==> config.mk <==
export PLATFORM = sky130hd
export DESIGN_NAME = gray_ptr_sync
export DESIGN_NICKNAME = d
export VERILOG_FILES = /design/src/rtl/gray_sync_pkg.sv /design/src/rtl/gray_sync_chain.sv /design/src/rtl/gray_ptr_sync.sv
export SDC_FILE = /design/constraint.sdc
export NUM_CORES = 1
export LEC_CHECK = 0
export BUFFER_PORTS_ARGS = -buffer_cell sky130_fd_sc_hd__clkbuf_2
export CELL_PAD_IN_SITES_DETAIL_PLACEMENT = 0
export CELL_PAD_IN_SITES_GLOBAL_PLACEMENT = 1
export CORE_UTILIZATION = 42
export CTS_BUF_LIST = sky130_fd_sc_hd__clkbuf_8
export CTS_CLUSTER_SIZE = 20
export DETAILED_ROUTE_END_ITERATION = 7
export PLACE_DENSITY_LB_ADDON = 0.1
export SLEW_MARGIN = 20
export SYNTH_ARGS = -nofsm -noshare
export SYNTH_HDL_FRONTEND = slang
export SYNTH_SLANG_ARGS = --single-unit
==> constraint.sdc <==
create_clock -name clk -period 3.1 [get_ports clk]
set_clock_uncertainty 0.15 [all_clocks]
set_input_delay 0.62 -clock clk [delete_from_list [all_inputs] [get_ports clk]]
set_output_delay 0.62 -clock clk [all_outputs]
set_load 0.02 [all_outputs]
==> src/rtl/gray_sync_pkg.sv <==
// Shared definitions for the Gray-pointer synchroniser.
//   g2b / b2g / popcount operate on a zero-extended word so that any pointer
//   width up to PTR_MAX_W can use them; upper zero bits do not change the result.
//   sync_state_t holds the warm-up / run state encoding.
package gray_sync_pkg;

    localparam int PTR_MAX_W = 32;

    typedef logic [PTR_MAX_W-1:0] ptr_word_t;

    typedef enum logic {
        ST_WARMUP = 1'b0,
        ST_RUN    = 1'b1
    } sync_state_t;

    function automatic ptr_word_t g2b(input ptr_word_t g);
        ptr_word_t b;
        b[PTR_MAX_W-1] = g[PTR_MAX_W-1];
        for (int i = PTR_MAX_W - 2; i >= 0; i--) begin
            b[i] = b[i+1] ^ g[i];
        end
        return b;
    endfunction

    function automatic ptr_word_t b2g(input ptr_word_t b);
        return b ^ (b >> 1);
    endfunction

    function automatic int popcount(input ptr_word_t v);
        int cnt;
        cnt = 0;
        for (int i = 0; i < PTR_MAX_W; i++) begin
            cnt += int'(v[i]);
        end
        return cnt;
    endfunction

endpackage

==> src/rtl/gray_sync_chain.sv <==
// Bare multi-flop synchroniser chain for a Gray-coded pointer.
// Nothing else lives here so CDC/synthesis attributes can target this module alone.
//   clk    in  1   destination-domain clock
//   rst_n  in  1   synchronous active-low reset
//   d      in  N   asynchronous Gray pointer
//   q      out N   output of the last stage (STAGES edges after d)
module gray_sync_chain #(
    parameter int N      = 4,
    parameter int STAGES = 2
) (
    input  logic         clk,
    input  logic         rst_n,
    input  logic [N-1:0] d,
    output logic [N-1:0] q
);

    logic [N-1:0] stage_q [STAGES];

    always_ff @(posedge clk) begin
        if (!rst_n) begin
            for (int k = 0; k < STAGES; k++) begin
                stage_q[k] <= '0;
            end
        end else begin
            stage_q[0] <= d;
            for (int k = 1; k < STAGES; k++) begin
                stage_q[k] <= stage_q[k-1];
            end
        end
    end

    assign q = stage_q[STAGES-1];

endmodule

==> src/rtl/gray_ptr_sync.sv <==
// Gray pointer synchroniser for async FIFO pointer crossing, destination side.
// Synchronises the pointer, converts it to binary, reports the modular advance
// and flags/counts multi-bit steps. Pulses are masked until the chain and the
// output stage hold real post-reset data.
//   clk        in  1      destination-domain clock
//   rst_n      in  1      synchronous active-low reset
//   gray_in    in  N      Gray pointer from the source domain
//   clr_err    in  1      clears err_cnt (wins over a coincident increment)
//   sync_gray  out N      last synchroniser stage
//   sync_bin   out N      registered binary of sync_gray
//   bin_delta  out N      (new - old) mod 2^N of the synced binary pointer
//   changed    out 1      pulse: synced pointer moved
//   gray_err   out 1      pulse: more than one bit changed between samples
//   err_cnt    out ERR_W  saturating count of gray_err pulses
//   ready      out 1      warm-up complete
//
// state     | meaning
// ST_WARMUP | wcnt counts 0..STAGES; changed/gray_err/bin_delta held at 0
// ST_RUN    | normal reporting; ready=1 until the next reset
module gray_ptr_sync
    import gray_sync_pkg::*;
#(
    parameter int N      = 4,
    parameter int STAGES = 2,
    parameter int ERR_W  = 8
) (
    input  logic             clk,
    input  logic             rst_n,
    input  logic [N-1:0]     gray_in,
    input  logic             clr_err,
    output logic [N-1:0]     sync_gray,
    output logic [N-1:0]     sync_bin,
    output logic [N-1:0]     bin_delta,
    output logic             changed,
    output logic             gray_err,
    output logic [ERR_W-1:0] err_cnt,
    output logic             ready
);

    localparam int                WCNT_W    = $clog2(STAGES + 1);
    localparam logic [WCNT_W-1:0] WCNT_LAST = WCNT_W'(STAGES);
    localparam logic [ERR_W-1:0]  ERR_MAX   = '1;

    sync_state_t       state_q, state_d;
    logic [WCNT_W-1:0] wcnt_q, wcnt_d;
    logic [N-1:0]      gray_prev;
    logic [N-1:0]      bin_now;
    logic [N-1:0]      diff;
    logic              violation;

    logic              ready_d;
    logic              changed_d;
    logic              gray_err_d;
    logic [N-1:0]      bin_delta_d;
    logic [ERR_W-1:0]  err_cnt_d;

    gray_sync_chain #(
        .N      (N),
        .STAGES (STAGES)
    ) u_chain (
        .clk   (clk),
        .rst_n (rst_n),
        .d     (gray_in),
        .q     (sync_gray)
    );

    assign bin_now   = N'(g2b(ptr_word_t'(sync_gray)));
    assign diff      = sync_gray ^ gray_prev;
    assign violation = popcount(ptr_word_t'(diff)) > 1;

    always_comb begin
        state_d     = state_q;
        wcnt_d      = wcnt_q;
        ready_d     = ready;
        changed_d   = 1'b0;
        gray_err_d  = 1'b0;
        bin_delta_d = '0;
        err_cnt_d   = err_cnt;

        case (state_q)
            ST_WARMUP: begin
                if (wcnt_q == WCNT_LAST) begin
                    state_d = ST_RUN;
                    ready_d = 1'b1;
                end else begin
                    wcnt_d = wcnt_q + 1'b1;
                end
            end
            ST_RUN: begin
                ready_d     = 1'b1;
                changed_d   = |diff;
                gray_err_d  = violation;
                // sync_bin always equals g2b(gray_prev), so this is new - old.
                bin_delta_d = bin_now - sync_bin;
            end
        endcase

        if (clr_err) begin
            err_cnt_d = '0;
        end else if (gray_err_d && (err_cnt != ERR_MAX)) begin
            err_cnt_d = err_cnt + 1'b1;
        end
    end

    always_ff @(posedge clk) begin
        if (!rst_n) begin
            state_q   <= ST_WARMUP;
            wcnt_q    <= '0;
            gray_prev <= '0;
            sync_bin  <= '0;
            bin_delta <= '0;
            changed   <= 1'b0;
            gray_err  <= 1'b0;
            err_cnt   <= '0;
            ready     <= 1'b0;
        end else begin
            state_q   <= state_d;
            wcnt_q    <= wcnt_d;
            gray_prev <= sync_gray;
            sync_bin  <= bin_now;
            bin_delta <= bin_delta_d;
            changed   <= changed_d;
            gray_err  <= gray_err_d;
            err_cnt   <= err_cnt_d;
            ready     <= ready_d;
        end
    end

endmodule
==> impl_results.md <==
* Status: finished clean
* Register area at 660.6 um^2
* RD Place Congestion at 0.7874
* Syn_nets at 154
* Met3 routed WL at 151 um
* Share of cells above drive strength 1 at 22.29%
* Synth cell types at 33
* Area leader, netlist: dfxtp_1
* Slew margin rel. at 46.23%
* IO Count at 30
* Post-Synthesis Cells at 139
* CTS Sinks at 33
* Post-CTS setup buffer count at 0
* FF-to-FF End: err_cnt[7]
* Diode count at 0
* TNS Setup at 0 ps
* Slowest cell on crit path: or4_1
* Post-DP HPWL at 1653 um
* I/O Buffers at 29
* Core Region at 3078 um^2
* Startpoint Class: register
* Number of stages on the worst setup path at 6
* Syn_area_per_cell at 9.911 um^2
* Largest net degree at the start of global routing at 22
* Area contributors post-synth: dfxtp_1 48%, and2_1 6.8%, ha_1 5.4%
* 1st-iter DRT viols at 30
* Worst VDD drop at 0.3338 mV
* Register bit total from synthesis at 33
* Metal-1 WL at 1115 um
* Post-synthesis sequential area ratio at 47.96%
* Leak at 0.6790 nW
* Most used cell, CP: a21oi_1
* Max cap viols at 0
* Reg2reg setup slack at 550 ps
* Die ar. at 3513 um^2
* Worst EP required at 3160 ps
* TritonRoute pass-1 iters at 4
* Clk buf depth at 2
* Fill count at 307
* Wirelength per Cell at 10.78 um
* Vias per Instance at 4.776
* Area Overhead vs Synth at 16.89%
* Final setup fails at 0
* DR DRC count at 0
* Resize count post-CTS at 0
* Final hold vios at 0
* Vias in the first global route at 906
* Multi-input logic area at 640.6 um^2
* Power Dens Cells at 589.6 nW/um^2
* Num CTS Buffers at 5
* Synth async-reset ratio at 0%
* Nets at 181
* Antenna Nets Post-Route at 0
* Top delay family on crit path: simple AND/OR/NAND/NOR gates
* Final min period at 2555 ps
* Largest stage delay, worst path at 570 ps
* CTS H-Tree Depth at 2
* Ratio of final minimum period to clock period at 82.41%
* Total track usage at 15.46%
* Max Fanout on Critical Path at 13
* Clk slew on worst S/H paths at 60 ps
* RSZ-0062 raised after global routing: false
* Via count at 1003
* Row count at 20
* Final slew viol count at 0
* Ys flop type: dfxtp_1
* Die height at 59.27 um
* Worst reg2reg path depth at 6
* Hold_ws at 281.8 ps
* Slew @ Worst Pin at 806.5 ps
* First-pass GRT wire length at 3891 um
* Clock root buffer master: clkbuf_8
* Post-layout util at 52.32%
* CP Buf/Inv Count at 0
* Crit path kind: register to register
* Post-synth top area share at 47.96%
* Total Routed Length at 2263 um
* Hold Crit Class: register to register
* Cell Area, Synth at 1378 um^2
* Grt ovf at 0
* CP startpoint: u_chain.stage_q[0][7]
* Initial antenna violation count at 0
* Met2 WL at 943 um
* Critical-path cell list: xnor2_1, fa_1, nor2b_1, a21oi_1, or4_1, a21oi_1
* Crit path capture: err_cnt[7]
* Reg2Reg Launch Point: u_chain.stage_q[0][7]
* Initial Util at 44.76%
* Fmax at 0.3914 GHz
* Warnings, synthesis at 0
* Setup crit end kind: register
* Max layer used: met4
* CTS tree: done
* Crit path DAT at 2610 ps
* Worst-Skew Late Latency at 280 ps
* Hold Buf Count CTS at 0
* Die Wd at 59.27 um
* Post-synth EDFFs at 0
==> cell families after synthesis <==
group	synth area share (%)
AOI/OAI and AO/OA	10.72
buffers and inverters	5.540
xor gates and xnor gates	6.903
adders and majority gates	8.356
and+or+nand+nor	20.53
DFF	47.96
==> routing by layer <==
| metal | up-vias | global-route usage (%) |
|---|---|---|
| met5 | - | 0 |
| met4 | 0 | 9.184 |
| met3 | 5 | 6.987 |
| met2 | 31 | 21.19 |
| met1 | 452 | 19.75 |
| li1 | 515 | - |
==> synth_stat cells (all sizes together), types with 3 or more instances <==
cell and number:
ha 6, or4 3, nand2 5, nor2 7
o31ai 3, and2 15, xnor2 6, o21ai 4
dfxtp 33, nor2b 5, nor3 4, nor3b 3
a21oi 8, inv 6, xor2 4, buf 7
==> report_power, final <==
group          internal [mW]  total [mW]  switching, mW
clock                  0.172       0.312          0.140
combinational         0.0704       0.160         0.0901
sequential             0.459       0.477         0.0172
==> worst min path at each step <==
stage | from | end | depth (start not counted)
5_1_grt | u_chain.stage_q[0][3] | u_chain.stage_q[0][7] | 1
3_5_place_dp | u_chain.stage_q[0][3] | u_chain.stage_q[0][7] | 1
3_3_place_gp | u_chain.stage_q[0][0] | u_chain.stage_q[0][4] | 1
6_report | u_chain.stage_q[0][2] | u_chain.stage_q[0][6] | 1
2_1_floorplan | u_chain.stage_q[0][0] | u_chain.stage_q[0][4] | 1
4_1_cts | u_chain.stage_q[0][0] | u_chain.stage_q[0][4] | 1
==> metrics by stage <==
stage / power, mW / std cells / cell area (um^2) / setup WS (ps)
after detailed placement: 0.6492 / 203 / 1524 / 558.4
after global placement: 0.6421 / 203 / 1524 / 650.0
final: 0.9495 / 210 / 1610 / 545.2
after CTS: 0.9662 / 210 / 1610 / 544.1
after global routing: 1.005 / 210 / 1610 / 348.0
after floorplan: 0.6107 / 139 / 1378 / 911.1
==> cell usage in the layout, fill, tap and decap left out, drive strengths merged <==
cell type,netlist,routed
nand2b,1,1
and2,15,15
o31ai,3,3
o21ai,4,4
xor2,4,4
nand4,2,2
nand2,5,5
or4,3,3
and3,1,1
inv,6,7
or3,2,2
a31oi,1,1
nor2b,5,5
o21ba,1,1
nor3b,3,3
o31a,1,1
o211a,1,1
nor3,4,4
nor2,7,7
nand3,2,2
o21a,2,2
dfxtp,33,33
a21boi,1,1
xnor2,6,6
clkbuf,2,35
fa,2,2
ha,6,6
a21o,1,1
a21oi,8,8
==> final cells by class <==
| type | instances | share of cell area, % |
|---|---|---|
| multi-input combinational | 91 | 39.78 |
| inverter | 6 | 1.399 |
| sequential | 33 | 41.03 |
| tap | 44 | 3.419 |
| clock inverter | 1 | 0.2331 |
| timing repair buffer | 29 | 9.013 |
| clock buffer | 6 | 5.128 |
==> registers in the layout (all words and copies together) (netlist names) <==
| name | flops |
|---|---|
| u_chain.stage_q | 8 |
| gray_err | 1 |
| sync_bin | 3 |
| changed | 1 |
| state_q | 1 |
| gray_prev | 4 |
| bin_delta | 4 |
| ready | 1 |
| wcnt_q | 2 |
| err_cnt | 8 |
No activity file was read; power rests on OpenSTA's default activity.
